--- src/rtl/alu_pkg.sv ---
// Shared definitions for the ALU and its control unit: opcode encoding,
// handshake FSM states and the default datapath width.
package alu_pkg;

  localparam int DEFAULT_WIDTH = 16;

  typedef enum logic [2:0] {
    ALU_ADD  = 3'b000,
    ALU_SUB  = 3'b001,
    ALU_MUL  = 3'b010,
    ALU_DIV  = 3'b011,
    OP_LOAD  = 3'b100,
    OP_STORE = 3'b101,
    ALU_AND  = 3'b110,
    ALU_XOR  = 3'b111
  } alu_opcode_e;

  typedef enum logic [1:0] {
    IDLE = 2'd0,
    BUSY = 2'd1,
    HOLD = 2'd2
  } alu_state_e;

endpackage

--- src/rtl/alu_muldiv_iter.sv ---
// Iterative unsigned shift-add multiplier / restoring divider, one step per cycle.
// The divider path exists only when ALU_DIV_EN is defined.
module alu_muldiv_iter
  import alu_pkg::*;
#(
  parameter int WIDTH = DEFAULT_WIDTH
) (
  input  logic             clk,
  input  logic             reset,
  input  logic             i_load,
`ifdef ALU_DIV_EN
  input  logic             i_isDiv,
`endif
  input  logic [WIDTH-1:0] i_a,
  input  logic [WIDTH-1:0] i_b,
  output logic             o_last,
  output logic [WIDTH-1:0] o_nextHi,
  output logic [WIDTH-1:0] o_nextLo
);

  localparam int CW = $clog2(WIDTH);

  logic [WIDTH-1:0] r_hi;
  logic [WIDTH-1:0] r_lo;
  logic [WIDTH-1:0] r_b;
  logic [CW-1:0]    r_count;
  logic             r_active;
`ifdef ALU_DIV_EN
  logic             r_isDiv;
`endif

  logic [WIDTH:0]   w_sum;
  logic [WIDTH-1:0] w_mulHi;
  logic [WIDTH-1:0] w_mulLo;

  // Multiply step: conditionally add the multiplicand into the high half,
  // then shift {carry, hi, lo} right by one.
  assign w_sum   = {1'b0, r_hi} + (r_lo[0] ? {1'b0, r_b} : '0);
  assign w_mulHi = w_sum[WIDTH:1];
  assign w_mulLo = {w_sum[0], r_lo[WIDTH-1:1]};

`ifdef ALU_DIV_EN
  logic [WIDTH:0]   w_shRem;
  logic [WIDTH+1:0] w_diff;
  logic             w_borrow;
  logic [WIDTH-1:0] w_divHi;
  logic [WIDTH-1:0] w_divLo;

  // Restoring step: shift the next dividend bit into the remainder and keep
  // the trial subtraction only when it does not go negative.
  assign w_shRem  = {r_hi, r_lo[WIDTH-1]};
  assign w_diff   = {1'b0, w_shRem} - {2'b00, r_b};
  assign w_borrow = w_diff[WIDTH+1];
  assign w_divHi  = w_borrow ? w_shRem[WIDTH-1:0] : w_diff[WIDTH-1:0];
  assign w_divLo  = {r_lo[WIDTH-2:0], ~w_borrow};

  assign o_nextHi = r_isDiv ? w_divHi : w_mulHi;
  assign o_nextLo = r_isDiv ? w_divLo : w_mulLo;
`else
  assign o_nextHi = w_mulHi;
  assign o_nextLo = w_mulLo;
`endif

  assign o_last = r_active && (r_count == CW'(WIDTH - 1));

  always_ff @(posedge clk) begin
    if (reset) begin
      r_hi     <= '0;
      r_lo     <= '0;
      r_b      <= '0;
      r_count  <= '0;
      r_active <= 1'b0;
`ifdef ALU_DIV_EN
      r_isDiv  <= 1'b0;
`endif
    end else if (i_load) begin
      r_hi     <= '0;
      r_lo     <= i_a;
      r_b      <= i_b;
      r_count  <= '0;
      r_active <= 1'b1;
`ifdef ALU_DIV_EN
      r_isDiv  <= i_isDiv;
`endif
    end else if (r_active) begin
      r_hi    <= o_nextHi;
      r_lo    <= o_nextLo;
      r_count <= r_count + 1'b1;
      if (o_last) begin
        r_active <= 1'b0;
      end
    end
  end

endmodule

--- src/rtl/alu_unit.sv ---
// Multi-cycle integer ALU with level-start / pulse-done handshake.
// Optional divider enabled by defining ALU_DIV_EN; otherwise opcode 011 is illegal.
module alu_unit
  import alu_pkg::*;
#(
  parameter int WIDTH = DEFAULT_WIDTH
) (
  input  logic             clk,
  input  logic             reset,
  input  logic             alu_start,
  input  logic [2:0]       alu_opcode,
  input  logic [WIDTH-1:0] alu_a,
  input  logic [WIDTH-1:0] alu_b,
  output logic [WIDTH:0]   alu_result_low,
  output logic [WIDTH:0]   alu_result_high,
  output logic             alu_done,
  output logic             alu_busy,
  output logic             alu_error
);

  alu_state_e       r_state;
  logic [WIDTH:0]   r_low;
  logic [WIDTH:0]   r_high;
  logic             r_done;
  logic             r_busy;
  logic             r_error;

  alu_opcode_e      w_op;
  logic             w_accept;
  logic             w_load;
  logic             w_last;
  logic [WIDTH-1:0] w_nextHi;
  logic [WIDTH-1:0] w_nextLo;
  logic [WIDTH:0]   w_add;
  logic [WIDTH:0]   w_sub;

  assign w_op     = alu_opcode_e'(alu_opcode);
  assign w_accept = (r_state == IDLE) && alu_start;
  assign w_add    = {1'b0, alu_a} + {1'b0, alu_b};
  assign w_sub    = {1'b0, alu_a} - {1'b0, alu_b};

`ifdef ALU_DIV_EN
  logic w_isDiv;
  assign w_isDiv = (w_op == ALU_DIV);
  // Divide-by-zero finishes in the accept cycle, so only a nonzero divisor starts the iterator.
  assign w_load  = w_accept && ((w_op == ALU_MUL) || (w_isDiv && (alu_b != '0)));
`else
  assign w_load  = w_accept && (w_op == ALU_MUL);
`endif

  alu_muldiv_iter #(
    .WIDTH(WIDTH)
  ) u_iter (
    .clk     (clk),
    .reset   (reset),
    .i_load  (w_load),
`ifdef ALU_DIV_EN
    .i_isDiv (w_isDiv),
`endif
    .i_a     (alu_a),
    .i_b     (alu_b),
    .o_last  (w_last),
    .o_nextHi(w_nextHi),
    .o_nextLo(w_nextLo)
  );

  always_ff @(posedge clk) begin
    if (reset) begin
      r_state <= IDLE;
      r_low   <= '0;
      r_high  <= '0;
      r_done  <= 1'b0;
      r_busy  <= 1'b0;
      r_error <= 1'b0;
    end else begin
      r_done <= 1'b0;
      case (r_state)
        IDLE: begin
          if (alu_start) begin
            r_busy <= 1'b1;
            case (w_op)
              ALU_ADD: begin
                r_low   <= w_add;
                r_high  <= '0;
                r_error <= 1'b0;
                r_done  <= 1'b1;
                r_state <= HOLD;
              end
              ALU_SUB: begin
                r_low   <= w_sub;
                r_high  <= '0;
                r_error <= 1'b0;
                r_done  <= 1'b1;
                r_state <= HOLD;
              end
              ALU_AND: begin
                r_low   <= {1'b0, alu_a & alu_b};
                r_high  <= '0;
                r_error <= 1'b0;
                r_done  <= 1'b1;
                r_state <= HOLD;
              end
              ALU_XOR: begin
                r_low   <= {1'b0, alu_a ^ alu_b};
                r_high  <= '0;
                r_error <= 1'b0;
                r_done  <= 1'b1;
                r_state <= HOLD;
              end
              ALU_MUL: begin
                r_state <= BUSY;
              end
`ifdef ALU_DIV_EN
              ALU_DIV: begin
                if (alu_b == '0) begin
                  r_low   <= {1'b0, {WIDTH{1'b1}}};
                  r_high  <= {1'b0, alu_a};
                  r_error <= 1'b1;
                  r_done  <= 1'b1;
                  r_state <= HOLD;
                end else begin
                  r_state <= BUSY;
                end
              end
`endif
              default: begin
                r_low   <= '0;
                r_high  <= '0;
                r_error <= 1'b1;
                r_done  <= 1'b1;
                r_state <= HOLD;
              end
            endcase
          end
        end
        BUSY: begin
          if (w_last) begin
            r_low   <= {1'b0, w_nextLo};
            r_high  <= {1'b0, w_nextHi};
            r_error <= 1'b0;
            r_done  <= 1'b1;
            r_state <= HOLD;
          end
        end
        // Wait for the requester to drop its level start so it cannot retrigger.
        HOLD: begin
          if (!alu_start) begin
            r_busy  <= 1'b0;
            r_state <= IDLE;
          end
        end
        default: begin
          r_busy  <= 1'b0;
          r_state <= IDLE;
        end
      endcase
    end
  end

  assign alu_result_low  = r_low;
  assign alu_result_high = r_high;
  assign alu_done        = r_done;
  assign alu_busy        = r_busy;
  assign alu_error       = r_error;

endmodule

--- config.mk ---
export PLATFORM = sky130hd
export DESIGN_NAME = alu_unit
export DESIGN_NICKNAME = d
export VERILOG_FILES = /design/src/rtl/alu_pkg.sv /design/src/rtl/alu_muldiv_iter.sv /design/src/rtl/alu_unit.sv
export SDC_FILE = /design/constraint.sdc
export NUM_CORES = 1
export LEC_CHECK = 0
export CAP_MARGIN = 20
export CORE_ASPECT_RATIO = 0.9
export CORE_UTILIZATION = 35
export DETAILED_ROUTE_END_ITERATION = 8
export SYNTH_ARGS = -nofsm -noshare
export SYNTH_HDL_FRONTEND = slang
export SYNTH_SLANG_ARGS = --single-unit
--- constraint.sdc ---
create_clock -name clk -period 9.8 [get_ports clk]
set_clock_uncertainty 0.1 [all_clocks]
set_input_delay 1.96 -clock clk [delete_from_list [all_inputs] [get_ports clk]]
set_output_delay 1.96 -clock clk [all_outputs]
set_load 0.005 [all_outputs]
After elaboration in Yosys (flattened, before gate mapping)
Cells that the tools add are included.
{"block": "word_totals", "reg_bits": 92, "input_bits": 38, "word_cells": 71}
{"block": "classes", "addsub": 4, "n_eq_ne": 11, "muxes": 30, "n_bitwise": 3, "reduce_logical": 12}
{"cell": "two-way mux 17 bit", "count": 5}
{"cell": "case mux 17 bit (5 select lines)", "count": 1}
{"cell": "case mux 17 bit (2 select lines)", "count": 2}
{"cell": "two-way mux 16 bit", "count": 3}
{"cell": "adder 16 x 16 -> 17 bit", "count": 1}
{"cell": "adder 16 x 17 -> 17 bit", "count": 1}
{"cell": "subtractor 16 x 16 -> 17 bit", "count": 1}
{"cell": "bitwise AND 16 bit", "count": 1}
{"cell": "XOR 16 bit", "count": 1}
{"cell": "two-way mux 1 bit", "count": 10}
{"cell": "two-way mux 2 bit", "count": 4}
{"cell": "equality test 3 bit (second input constant)", "count": 2}
{"cell": "inequality test 2 bit (second input constant)", "count": 3}
{"cell": "case mux 1 bit (2 select lines)", "count": 3}
{"cell": "case mux 2 bit (3 select lines)", "count": 1}
{"cell": "AND reduction 3 bit", "count": 2}
{"cell": "adder 4 x 1 -> 4 bit (second input constant)", "count": 1}
{"cell": "equality test 4 bit (second input constant)", "count": 1}
{"cell": "AND reduction 4 bit", "count": 1}
{"cell": "nonzero test 2 bit", "count": 2}
{"cell": "OR reduction 4 bit", "count": 1}
{"cell": "equality test 3 x 1 -> 1 bit (second input constant)", "count": 1}
{"cell": "equality test 3 x 2 -> 1 bit (second input constant)", "count": 1}
{"cell": "logical AND 1 bit", "count": 3}
{"cell": "other kinds (8)", "count": 8}

Longest topological paths before layout
Gate-level depths: netlist (run 1).
{"block": "depth", "word_depth": 5, "ltp_mapped": 14, "ltp_nobuf": 13}

Hierarchy
Synthesis (run 1) repeated with hierarchy kept, for this count alone.
{"block": "hier_totals", "hier_cells": 789, "hier_area_um2": 6318.6}
{"mod": "alu_unit", "n_inst": 1, "cells_per_inst": 419, "area_each_um2": 3254.4, "seq_area_each_um2": 760.7}
{"mod": "alu_muldiv_iter", "n_inst": 1, "cells_per_inst": 370, "area_each_um2": 3064.2, "seq_area_each_um2": 1061.0}

Least setup slack after synthesis (run 1)
OpenSTA, ideal clock, no wires.
{"block": "synth_path", "path_type": "input-to-reg", "start": "in alu_opcode[1]", "end": "reg r_low[14] (netlist: alu_result_low[14])", "arrival_time_ns": 4.579, "required_time_ns": 9.627, "path_slack_ns": 5.048, "path_stages": 12, "path_buffers": 1, "path_cell_list": "buf_4 nor2_1 nand2_1 nand2_1 o21ai_0 fa_1 nand2b_1 a211oi_1 o2111ai_1 a21oi_1 mux2_2 nor3_2"}
{"block": "synth_between", "elab_chain_len": 4}
{"item": "start, declared", "line_no": "alu_unit.sv:11", "rtl": "input logic [2:0] alu_opcode,"}
{"item": "equality test 3 x 2 -> 1 bit (tied with other cells)", "line_no": "alu_unit.sv:81", "rtl": "case (w_op)"}
{"item": "case mux 17 bit (5 select lines)", "line_no": "alu_unit.sv:81"}
{"item": "two-way mux 17 bit", "line_no": "alu_unit.sv:79", "rtl": "if (alu_start) begin"}
{"item": "case mux 17 bit (2 select lines)", "line_no": "alu_unit.sv:77", "rtl": "case (r_state)"}
{"item": "end signal, assigned", "line_no": "alu_unit.sv:83", "rtl": "r_low <= w_add;"}
{"item": "end signal, assigned", "line_no": "alu_unit.sv:90", "rtl": "r_low <= w_sub;"}
{"item": "end signal, assigned", "line_no": "alu_unit.sv:97", "rtl": "r_low <= {1'b0, alu_a & alu_b};"}
{"item": "end, declared", "line_no": "alu_unit.sv:22", "rtl": "logic [WIDTH:0] r_low;"}
Several ways; a longest one is shown, not always the timed one. The select of a mux whose other input is x is not followed.
A chain may end at the register's enable or synchronous reset.

Final worst setup path (run 1)
{"block": "layout_path", "start": "in alu_opcode[2]", "end": "reg r_low[14] (netlist: alu_result_low[14])"}
Same word-level chain as after synthesis.

==> metrics.yaml, run 1 <==
setup_tns_ns: 0
die_area_mm2: 0.0181
cts_tree: "yes"
max_cap_viol_count: 0
yosysSeqAreaShare: 0.296
hold_buffers: 0
drc: 0
finalCriticalPeriod_ns: 5.81
critPathArrivalTime_ns: 6.00
synth_top_cells_by_area: "dfxtp_1, ha_1, nand2_1, a21oi_1, mux2i_1"
worst_hold_slack_ns: 0.335
critPathKind: "in -> reg"
initial_utilization: 0.361
grt_max_degree: 65
first_global_vias: 5326
max_slew.worst_pin.slew_ns: 1.05
p_seq_frac: 0.425
die_h_um: 128
clockPowerShare: 0.361
p_switching_mw: 0.269
cts_buffers: 9
fin_nets: 902
place_ws_ns: 3.74
hold_violations: 0
fmax_mhz: 172
hpwl_um: 12900
start_kind: "input port"
io_pins: 75
min_period_over_period: 0.593
area_growth_pct: 19.0
crit_fanout: 9
cp_slowest_cell: "nor2_1"
rows: 45
synth_cell_types: 66
via_count: 5746
status: "completed"
end_kind: "register"
cts.clk_slew.worst_paths_ns: 0.06
critPathMaxStageDelay_ns: 0.60
synth_area_leader_cell: "dfxtp_1"
syn_nets: 854
grt_usage: 0.205
internal_power_mw: 0.647
grt_overflow: 0
timing.final.ws_setup_ns: 3.99
layout_commonest_cell: "nand2_1"
clk_path_buf_depth: 2
swShare: 0.293
firstDrtPassIters: 4
crit_top_cell: "nand2_1"
cts_resized: 0
die_w_um: 142
crit_required_ns: 9.98
slew_headroom: 0.300
hp-class: "reg -> reg"
drv_slew: 0
synth_edf_count: 0
drt_iter0_drc: 386
syn_area_mm2: 0.00615
clk_latency_ns: 0.35
synth-seq-cells: 91
wire_per_inst_um: 17.1
path_cells: "clkdlybuf4s50_1 > nor2_1 > nand2_1 > nand2_1 > o21ai_0 > fa_1 > nand2b_1 > a211oi_1 > o2111ai_1 > a21oi_1 > mux2_2 > nor3_2"
ir_worst_vdd_v: 0.0000878
grt_antenna_before_repair: 0
avgSynthCellArea_um2: 8.06
yosys.area.top_type_share: 0.296
powerDensity_mw_per_mm2: 125
nFillCells: 1766
core_mm2: 0.0171
rsz0062_at_grt: "no"
wl_um: 18000
yosysWarnings: 0
io_buffers: 73
ant_nets: 0
clock-sinks: 91
post_cts_buffers: 0
ys_async_sr_fraction: 0
diodes: 0
htree_levels: 3
power.total_mw: 0.916
combPwrFrac: 0.214
postSynthCellCount: 764
cts_root_buf: "clkbuf_16"
viasPerCell: 5.47
grt_pass1_wl_um: 28800
synth_ff_type: "dfxtp_1"
drive_gt1_frac: 0.0613
finalSetupViolCount: 0
most-common-layout-cells: "nand2_1, dfxtp_1, clkdlybuf4s50_1"
dp.cells: 1036
stdcell_count: 1050
p_leak_nw: 2.80
gp_congestion: 0.885
[path summary, 6_finish.rpt]
path | startpoint | endpoint | slack (ns) | cells after the start
min | alu_result_high[7] | alu_result_high[7] | 0.34 | 2
max | alu_opcode[2] | alu_result_low[14] | 3.99 | 12
max reg2reg | u_iter.r_lo[0] | u_iter.r_hi[11] | 6.89 | 9
min reg2reg | alu_result_high[7] | alu_result_high[7] | 0.34 | 2
[worst max-delay path, delay by kind of cell]
kind / cells / cell delay (ns)
AND/OR/NAND/NOR: 5 / 1.45
AO/OA/AOI/OAI: 4 / 1.23
buffers and inverters: 1 / 0.55
adder cells (fa/ha/maj): 1 / 0.45
multiplexers: 1 / 0.36
[metrics by stage]
step	utilization	cell area (um^2)
after floorplan	-	6150
after global placement	0.413	7050
after detailed placement	0.414	7060
after CTS	0.429	7330
after global routing	0.429	7330
final	0.429	7330
[cells by family (layout without fill, tap and decap cells)]
family	Yosys count	count (layout)	share of synthesized area
simple gates	273	273	0.214
compound gates	210	210	0.219
flops	91	91	0.296
buf+inv	58	109	0.0384
fa+ha+maj	53	53	0.110
mux	44	44	0.0734
xor+xnor	34	34	0.0484
other cells	1	1	0.000609
[power groups by stage]
| stage | combinational, mW | clock, mW | sequential [mW] |
|---|---|---|---|
| final | 0.196 | 0.331 | 0.390 |
| after global routing | 0.215 | 0.354 | 0.391 |
| after CTS | 0.195 | 0.340 | 0.389 |
| after detailed placement | 0.193 | 0 | 0.398 |
| after global placement | 0.192 | 0 | 0.398 |
| after floorplan | 0.122 | 0 | 0.396 |
[registers in the layout, summed over array words and instances, names as in the netlist]
signal and cells:
alu_result_low 17, alu_result_high 16, u_iter.r_b 16, u_iter.r_hi 16, u_iter.r_lo 16, u_iter.r_count 4, r_state 2, alu_busy 1
alu_done 1, alu_error 1, u_iter.r_active 1
[Yosys cell counts (all sizes together) (5+ instances only)]
cell type  count
ha            50
nand2b         8
nand4          9
and2          19
a211oi        21
o21ai         46
xnor2         21
a21oi         70
o21a           6
buf           15
dfxtp         91
a221oi         6
mux2           9
clkbuf        30
nand3         22
mux2i         35
a21o           9
nor3b          5
nor2          66
o31ai          6
nand3b         7
xor2          13
inv           13
a31oi          7
nor3          12
nand2         96
o211ai         5
[final cells by class]
type	count	area (um^2)	share of cell area
Sequential cell	91	1820	0.249
Tap cell	235	294	0.0401
Multi-Input combinational cell	615	4100	0.559
Clock buffer	11	253	0.0345
Timing Repair Buffer	82	797	0.109
Clock inverter	3	15.0	0.00205
Inverter	13	48.8	0.00666
[routing by layer]
metal | vias up | wire (um) | global-route usage
met5 | - | 0 | 0
met3 | 20 | 783 | 0.0385
li1 | 2862 | - | -
met4 | 0 | 328 | 0.0595
met1 | 2724 | 9240 | 0.297
met2 | 140 | 7600 | 0.305
Power figures use the tool's default switching activity.
==> run 2, diff against run 1 <==
clock period = 5.9 ns   (was 9.8 ns; I/O delays follow)
==> run 2 against run 1 <==
  * Sequential share of layout area decreased by 0.24 points
  * Power up 73%
  * Cell count increased by 0.48%
  * Die area unchanged
  * Combinational power increased by 66%
  * Worst setup slack worse by 2.7 ns
  * Via count grew 1.3%
  * First-iteration DRC count is 30% higher
  * Highest routed layer unchanged
==> metrics.yaml, run 2 (synthesized netlist as in run 1, its figures left out) <==
gp_congestion: 0.928  # +4.9%
firstDrtPassIters: 7  # +3
r2r_start: "u_iter.r_lo[0]"
end_kind: "register"
ant_nets: 0  # unchanged
die_w_um: 142  # unchanged
drv_slew: 0  # unchanged
utilization: 0.434  # +0.00411
cts_resized: 0  # unchanged
status: "completed"
setup.worst_path.start: "alu_opcode[0]"
max_cap_viol_count: 0  # unchanged
diodes: 0  # unchanged
dp.cells: 1038  # +0.19%
critPathArrivalTime_ns: 4.77  # -1.23 ns
clk_latency_ns: 0.35  # about the same
crit_top_cell: "nand2_1"
stdcell_count: 1055  # +0.48%
area_growth_pct: 20.2
finalCriticalPeriod_ns: 4.59
min_period_over_period: 0.777
hpwl_um: 13000  # +0.86%
die_h_um: 128  # unchanged
grt_usage: 0.202  # -0.00277
grt_pass1_wl_um: 28300  # -1.5%
first_global_vias: 5331  # +0.094%
fmax_mhz: 218
setup_tns_ns: 0  # unchanged
most-common-layout-cells: "nand2_1, dfxtp_1, clkdlybuf4s50_1"
cts_root_buf: "clkbuf_16"
wl_um: 18000  # +0.48%
drt_iter0_drc: 500  # +30%
start_kind: "input port"
ir_worst_vdd_v: 0.000141  # +61%
viasPerCell: 5.52  # +0.81%
slew_headroom: 0.526  # +0.226
core_mm2: 0.0171  # unchanged
grt_antenna_before_repair: 0  # unchanged
hp-start: "alu_result_high[7]"
finalSetupViolCount: 0  # unchanged
rows: 45  # unchanged
clk_path_buf_depth: 2  # unchanged
htree_levels: 3  # unchanged
path_cells: "clkdlybuf4s50_1 > buf_4 > nand2_1 > nand2_1 > o21ai_0 > fa_1 > nand2b_1 > a211oi_1 > o2111ai_1 > a21oi_1 > mux2_2 > nor3_2"
grt_max_degree: 64  # -1.5%
cts.clk_slew.worst_paths_ns: 0.07  # about the same
powerDensity_mw_per_mm2: 214  # +71%
hold_buffers: 0  # unchanged
largest_reg_flops: 17  # unchanged
p_leak_nw: 2.83  # +1.2%
post_cts_buffers: 0  # unchanged
wire_per_inst_um: 17.1  # about the same
cts_tree: "yes"
clock-sinks: 91  # unchanged
initial_utilization: 0.361  # unchanged
cp_slowest_cell: "clkdlybuf4s50_1"
io_pins: 75  # unchanged
crit_fanout: 10  # +1
cts_buffers: 9  # unchanged
fin_nets: 906  # +0.44%
io_buffers: 73  # unchanged
die_area_mm2: 0.0181  # unchanged
drive_gt1_frac: 0.0659  # +0.00450
via_count: 5820  # +1.3%
drc: 0  # unchanged
critPathMaxStageDelay_ns: 0.70  # +0.10 ns
layout_commonest_cell: "nand2_1"
hold_violations: 0  # unchanged
hp-class: "reg -> reg"
critPathKind: "in -> reg"
rsz0062_at_grt: "no"
crit_required_ns: 6.08  # -3.90 ns
grt_overflow: 0  # unchanged
max_slew.worst_pin.slew_ns: 0.712  # -0.335 ns
run 2: cell types whose count changed in the layout (fill, tap and decap cells not counted), sizes merged:
cell / previous run / this run
clkbuf: 11 / 12
bufinv: 0 / 1
clkinv: 3 / 2
buf: 10 / 14
run 2: per-stage QoR:
stage / instance area, um^2 / hold WS (ns) / power, mW / setup slack [ns]
after floorplan: 6150 / 0.332 / 0.860 / 1.93
after global placement: 7070 / 0.331 / 0.981 / 1.11
after detailed placement: 7070 / 0.328 / 0.981 / 1.04
after CTS: 7370 / 0.338 / 1.59 / 1.39
after global routing: 7400 / 0.378 / 1.65 / 1.08
final: 7400 / 0.336 / 1.58 / 1.31
run 2: cell type report:
class | instances | area [um^2]
fillers | 1743 | 9660
multi-input cells | 615 | 4100
inverters | 13 | 48.8
clock inverters | 3 | 47.5
flip-flops and latches | 91 | 1820
repair buffers | 86 | 831
clock buffers | 12 | 256
well taps | 235 | 294
run 2: final timing paths:
check / slack [ns] / to / cells after the start
worst max register to register: 3.03 / u_iter.r_hi[11] / 9
worst max-delay path: 1.31 / alu_result_low[14] / 12
worst min-delay path: 0.34 / alu_result_high[7] / 2
worst min register to register: 0.34 / alu_result_high[7] / 2
run 2: power by group:
part           total [mW]  internal (mW)  switching, mW
logic               0.326          0.142          0.184
registers           0.647          0.633         0.0134
clock network       0.608          0.351          0.257
run 2: critical path, delay by kind of cell:
family | cells | cell delay [ns]
AOI/OAI and AO/OA | 4 | 1.13
and+or+nand+nor | 4 | 0.67
adders and majority gates | 1 | 0.44
buffers and inverters | 2 | 0.97
muxes | 1 | 0.37
run 2: per-layer routing:
metal,track usage,vias to the layer above,wire length (um)
met3,0.0385,23,1090
li1,-,2869,-
met4,0.0557,0,291
met5,0,-,0
met1,0.290,2737,8940
met2,0.305,191,7710
==> RTL edit 1: new RTL, settings of run 1 <==
The option `ALU_DIV_EN` is turned on by a define.
--- a/src/rtl/alu_muldiv_iter.sv
+++ b/src/rtl/alu_muldiv_iter.sv
@@ -1,5 +1,7 @@
 // Iterative unsigned shift-add multiplier / restoring divider, one step per cycle.
 // The divider path exists only when ALU_DIV_EN is defined.
+`define ALU_DIV_EN
+
 module alu_muldiv_iter
   import alu_pkg::*;
 #(
Function: changed (Yosys sat finds a counterexample within 4 cycles, from zero or initial values and one cycle with reset high).
==> RTL edit 1 against run 1 <==
- power is 29% higher
- via count increased by 34%
- worst setup slack got worse by 0.55 ns
- critical path depth rose by 2
- clock power up 13%
- synthesized area is 22% higher
- wire length rose by 39%
- cell area grew 19%
- sequential cell count up 1
- first-iteration DRC count is 85% higher
==> RTL edit 1: results (changes against run 1) <==
| Metric | Value |
|---|---|
| Status | `finished, final reports clean (unchanged)` |
| Part of the Yosys area used for sequential elements | `24.6% (was 29.6%)` |
| Unique masters post-synth | `76 (was 66)` |
| DP Cell Count | `1306 (was 1036)` |
| Initial drt markers | `716 (was 386)` |
| Via Count | `7708 (was 5746)` |
| Inverters | `33 (was 13)` |
| Via density | `5.83 (was 5.47)` |
| Worst Max-Slew Pin Slew | `0.879 ns (was 1.05 ns)` |
| Most frequent cells after synthesis | `a21oi_1, nand2_1, dfxtp_1, nor2_1, o21ai_0 (was nand2_1, dfxtp_1, a21oi_1, nor2_1, ha_1)` |
| M1 WL | `12400 um (was 9240 um)` |
| Seq/total area | `21.1% (was 24.9%)` |
| DP Area | `8420 um^2 (was 7060 um^2)` |
| Synth Register Bits | `92 (was 91)` |
| FF-to-FF Start | `u_iter.r_b[6] (was u_iter.r_lo[0])` |
| WL met2 | `10400 um (was 7600 um)` |
| RePlAce Congestion | `0.867 (was 0.885)` |
| Sequential share of power | `35.3% (was 42.5%)` |
| Overall power | `1.18 mW (was 0.916 mW)` |
| Switching Power | `0.419 mW (was 0.269 mW)` |
| Vias in the first global route | `6941 (was 5326)` |
| Iteration count of the initial detailed-routing pass | `8 (was 4)` |
| Max FO, Critical Path | `23 (was 9)` |
| DP Wirelength | `18600 um (was 12900 um)` |
| Tap cells | `286 (was 235)` |
| Wirelength, routed | `25000 um (was 18000 um)` |
| Share of cells above drive strength 1 | `4.82% (was 6.13%)` |
| CP max stage delay | `0.63 ns (was 0.60 ns)` |
| Worst IR Drop VDD | `0.0000813 V (was 0.0000878 V)` |
| Leak | `3.30 nW (was 2.80 nW)` |
| Synth Instances | `993 (was 764)` |
| Global Route Usage Sum | `23.1% (was 20.5%)` |
| Comb. pwr | `0.391 mW (was 0.196 mW)` |
| First-pass GRT wire length | `39300 um (was 28800 um)` |
| Multi-input comb cells | `811 (was 615)` |
| Bufs w/o clock | `85 (was 82)` |
| Clkbuf count | `10 (was 11)` |
==> RTL edit 1: cell count changes after synthesis, sizes merged, moves of 13 or more <==
cell	change
nor2	+22
nand2	+21
inv	+20
a21oi	+45
nor3	+14
ha	+16
o21ai	+24
o211ai	+26
mux2i	-16
clkbuf	+13
==> RTL edit 1: worst paths after layout <==
path | end | slack (ns) | cells past startpoint
max | alu_result_low[16] | 3.44 | 14
min | alu_result_low[16] | 0.35 | 2
max reg2reg | alu_result_low[0] | 6.33 | 9
min reg2reg | alu_result_low[16] | 0.35 | 2
==> RTL edit 1: logic make-up after synthesis <==
logic type,Yosys count,synth area share [%]
other,1,0.0501
and+or+nand+nor,328,20.5
buffers and inverters,90,4.92
adders and majority gates,70,12.0
muxes,21,2.84
AOI/OAI and AO/OA,349,30.1
DFF,92,24.6
xor gates and xnor gates,42,4.92
==> RTL edit 1: routing by layer <==
layer  GRT usage (%)  up-vias
li1                -     3718
met1            34.4     3658
met2            34.0      307
met3            3.93       25
met4            5.37        0
met5               0        -
==> RTL edit 2: new RTL, settings of run 1 <==
Without the edit above. The 3 states of `alu_state_e` get a one-hot encoding in 3 bits.
--- a/src/rtl/alu_pkg.sv
+++ b/src/rtl/alu_pkg.sv
@@ -15,10 +15,10 @@
     ALU_XOR  = 3'b111
   } alu_opcode_e;
 
-  typedef enum logic [1:0] {
-    IDLE = 2'd0,
-    BUSY = 2'd1,
-    HOLD = 2'd2
+  typedef enum logic [2:0] {
+    IDLE = 3'b001,
+    BUSY = 3'b010,
+    HOLD = 3'b100
   } alu_state_e;
 
 endpackage
Function: same outputs for any inputs over 10 cycles, from zero or initial values and one cycle with reset high; not proved beyond that.
==> RTL edit 2 against run 1 <==
- sequential power grew 1%
- worst setup slack gained 0.65 ns
- wire length shrank 5.8%
- global-route usage shrank 0.64 points
- synthesized cell count shrank 4.5%
- first-iteration DRC count shrank 29%
- sequential cell count grew 1
- power grew 9.4%
- synthesized area shrank 1.2%
- cell area shrank 0.19%
- clock power grew 26%
- maximum frequency grew 13%
- final cell count shrank 2.8%
- critical endpoint is now alu_result_low[13]
==> RTL edit 2: results (changes against run 1) <==
| Metric | Value |
|---|---|
| Status | `finished, final reports clean (unchanged)` |
| Clkbuf count | `10 (was 11)` |
| Register area | `1840 um^2 (was 1820 um^2)` |
| Die width | `141 um (was 142 um)` |
| Non-clk buf share | `10.6% (was 10.9%)` |
| Leak | `2.84 nW (was 2.80 nW)` |
| Clock tree sinks | `92 (was 91)` |
| Fill cells | `1738 (was 1766)` |
| Initial drt markers | `274 (was 386)` |
| Sequential share of power | `39.4% (was 42.5%)` |
| Switching Power | `0.281 mW (was 0.269 mW)` |
| RePlAce Congestion | `0.883 (was 0.885)` |
| Met3 usage | `3.86% (was 3.85%)` |
| Worst Hold End | `alu_result_high[14] (was alu_result_high[7])` |
| Global Route met1 Usage | `29.9% (was 29.7%)` |
| Worst setup endpoint | `alu_result_low[13] (was alu_result_low[14])` |
| Vias in the first global route | `5124 (was 5326)` |
| Multi-input gate area | `3990 um^2 (was 4100 um^2)` |
| DP Area | `6970 um^2 (was 7060 um^2)` |
| CP arrival | `5.33 ns (was 6.00 ns)` |
| Clock network share of area | `4.76% (was 3.65%)` |
| Most frequent cells after synthesis | `dfxtp_1, nor2_1, nand2_1, a21oi_1, ha_1 (was nand2_1, dfxtp_1, a21oi_1, nor2_1, ha_1)` |
| Slew Limit Headroom | `39.0% (was 30.0%)` |
| Net Count, Synth | `820 (was 854)` |
| Share of cells above drive strength 1 | `5.22% (was 6.13%)` |
==> RTL edit 2: cell families (layout without fill, tap and decap cells) <==
group	count (synthesis)	in the layout	synth area share (%)
flip-flops	92	92	30.3
multiplexers	43	43	7.08
adder cells (fa/ha/maj)	52	52	10.9
AO/OA/AOI/OAI	201	201	22.4
other	1	1	0.0617
XOR/XNOR	37	37	5.33
buffers and inverters	55	111	4.13
AND/OR/NAND/NOR	249	249	19.7
==> RTL edit 2: metrics by stage <==
| step | instances | util, % | power, mW | setup slack (ns) |
|---|---|---|---|---|
| finish | 1021 | 43.2 | 1.00 | 4.64 |
| detailed placement | 1005 | 41.1 | 0.592 | 4.33 |
| global route | 1021 | 43.2 | 1.05 | 4.31 |
| floorplan | 730 | - | 0.523 | 5.15 |
| CTS | 1021 | 43.2 | 1.01 | 4.69 |
| global placement | 1005 | 41.1 | 0.593 | 4.39 |
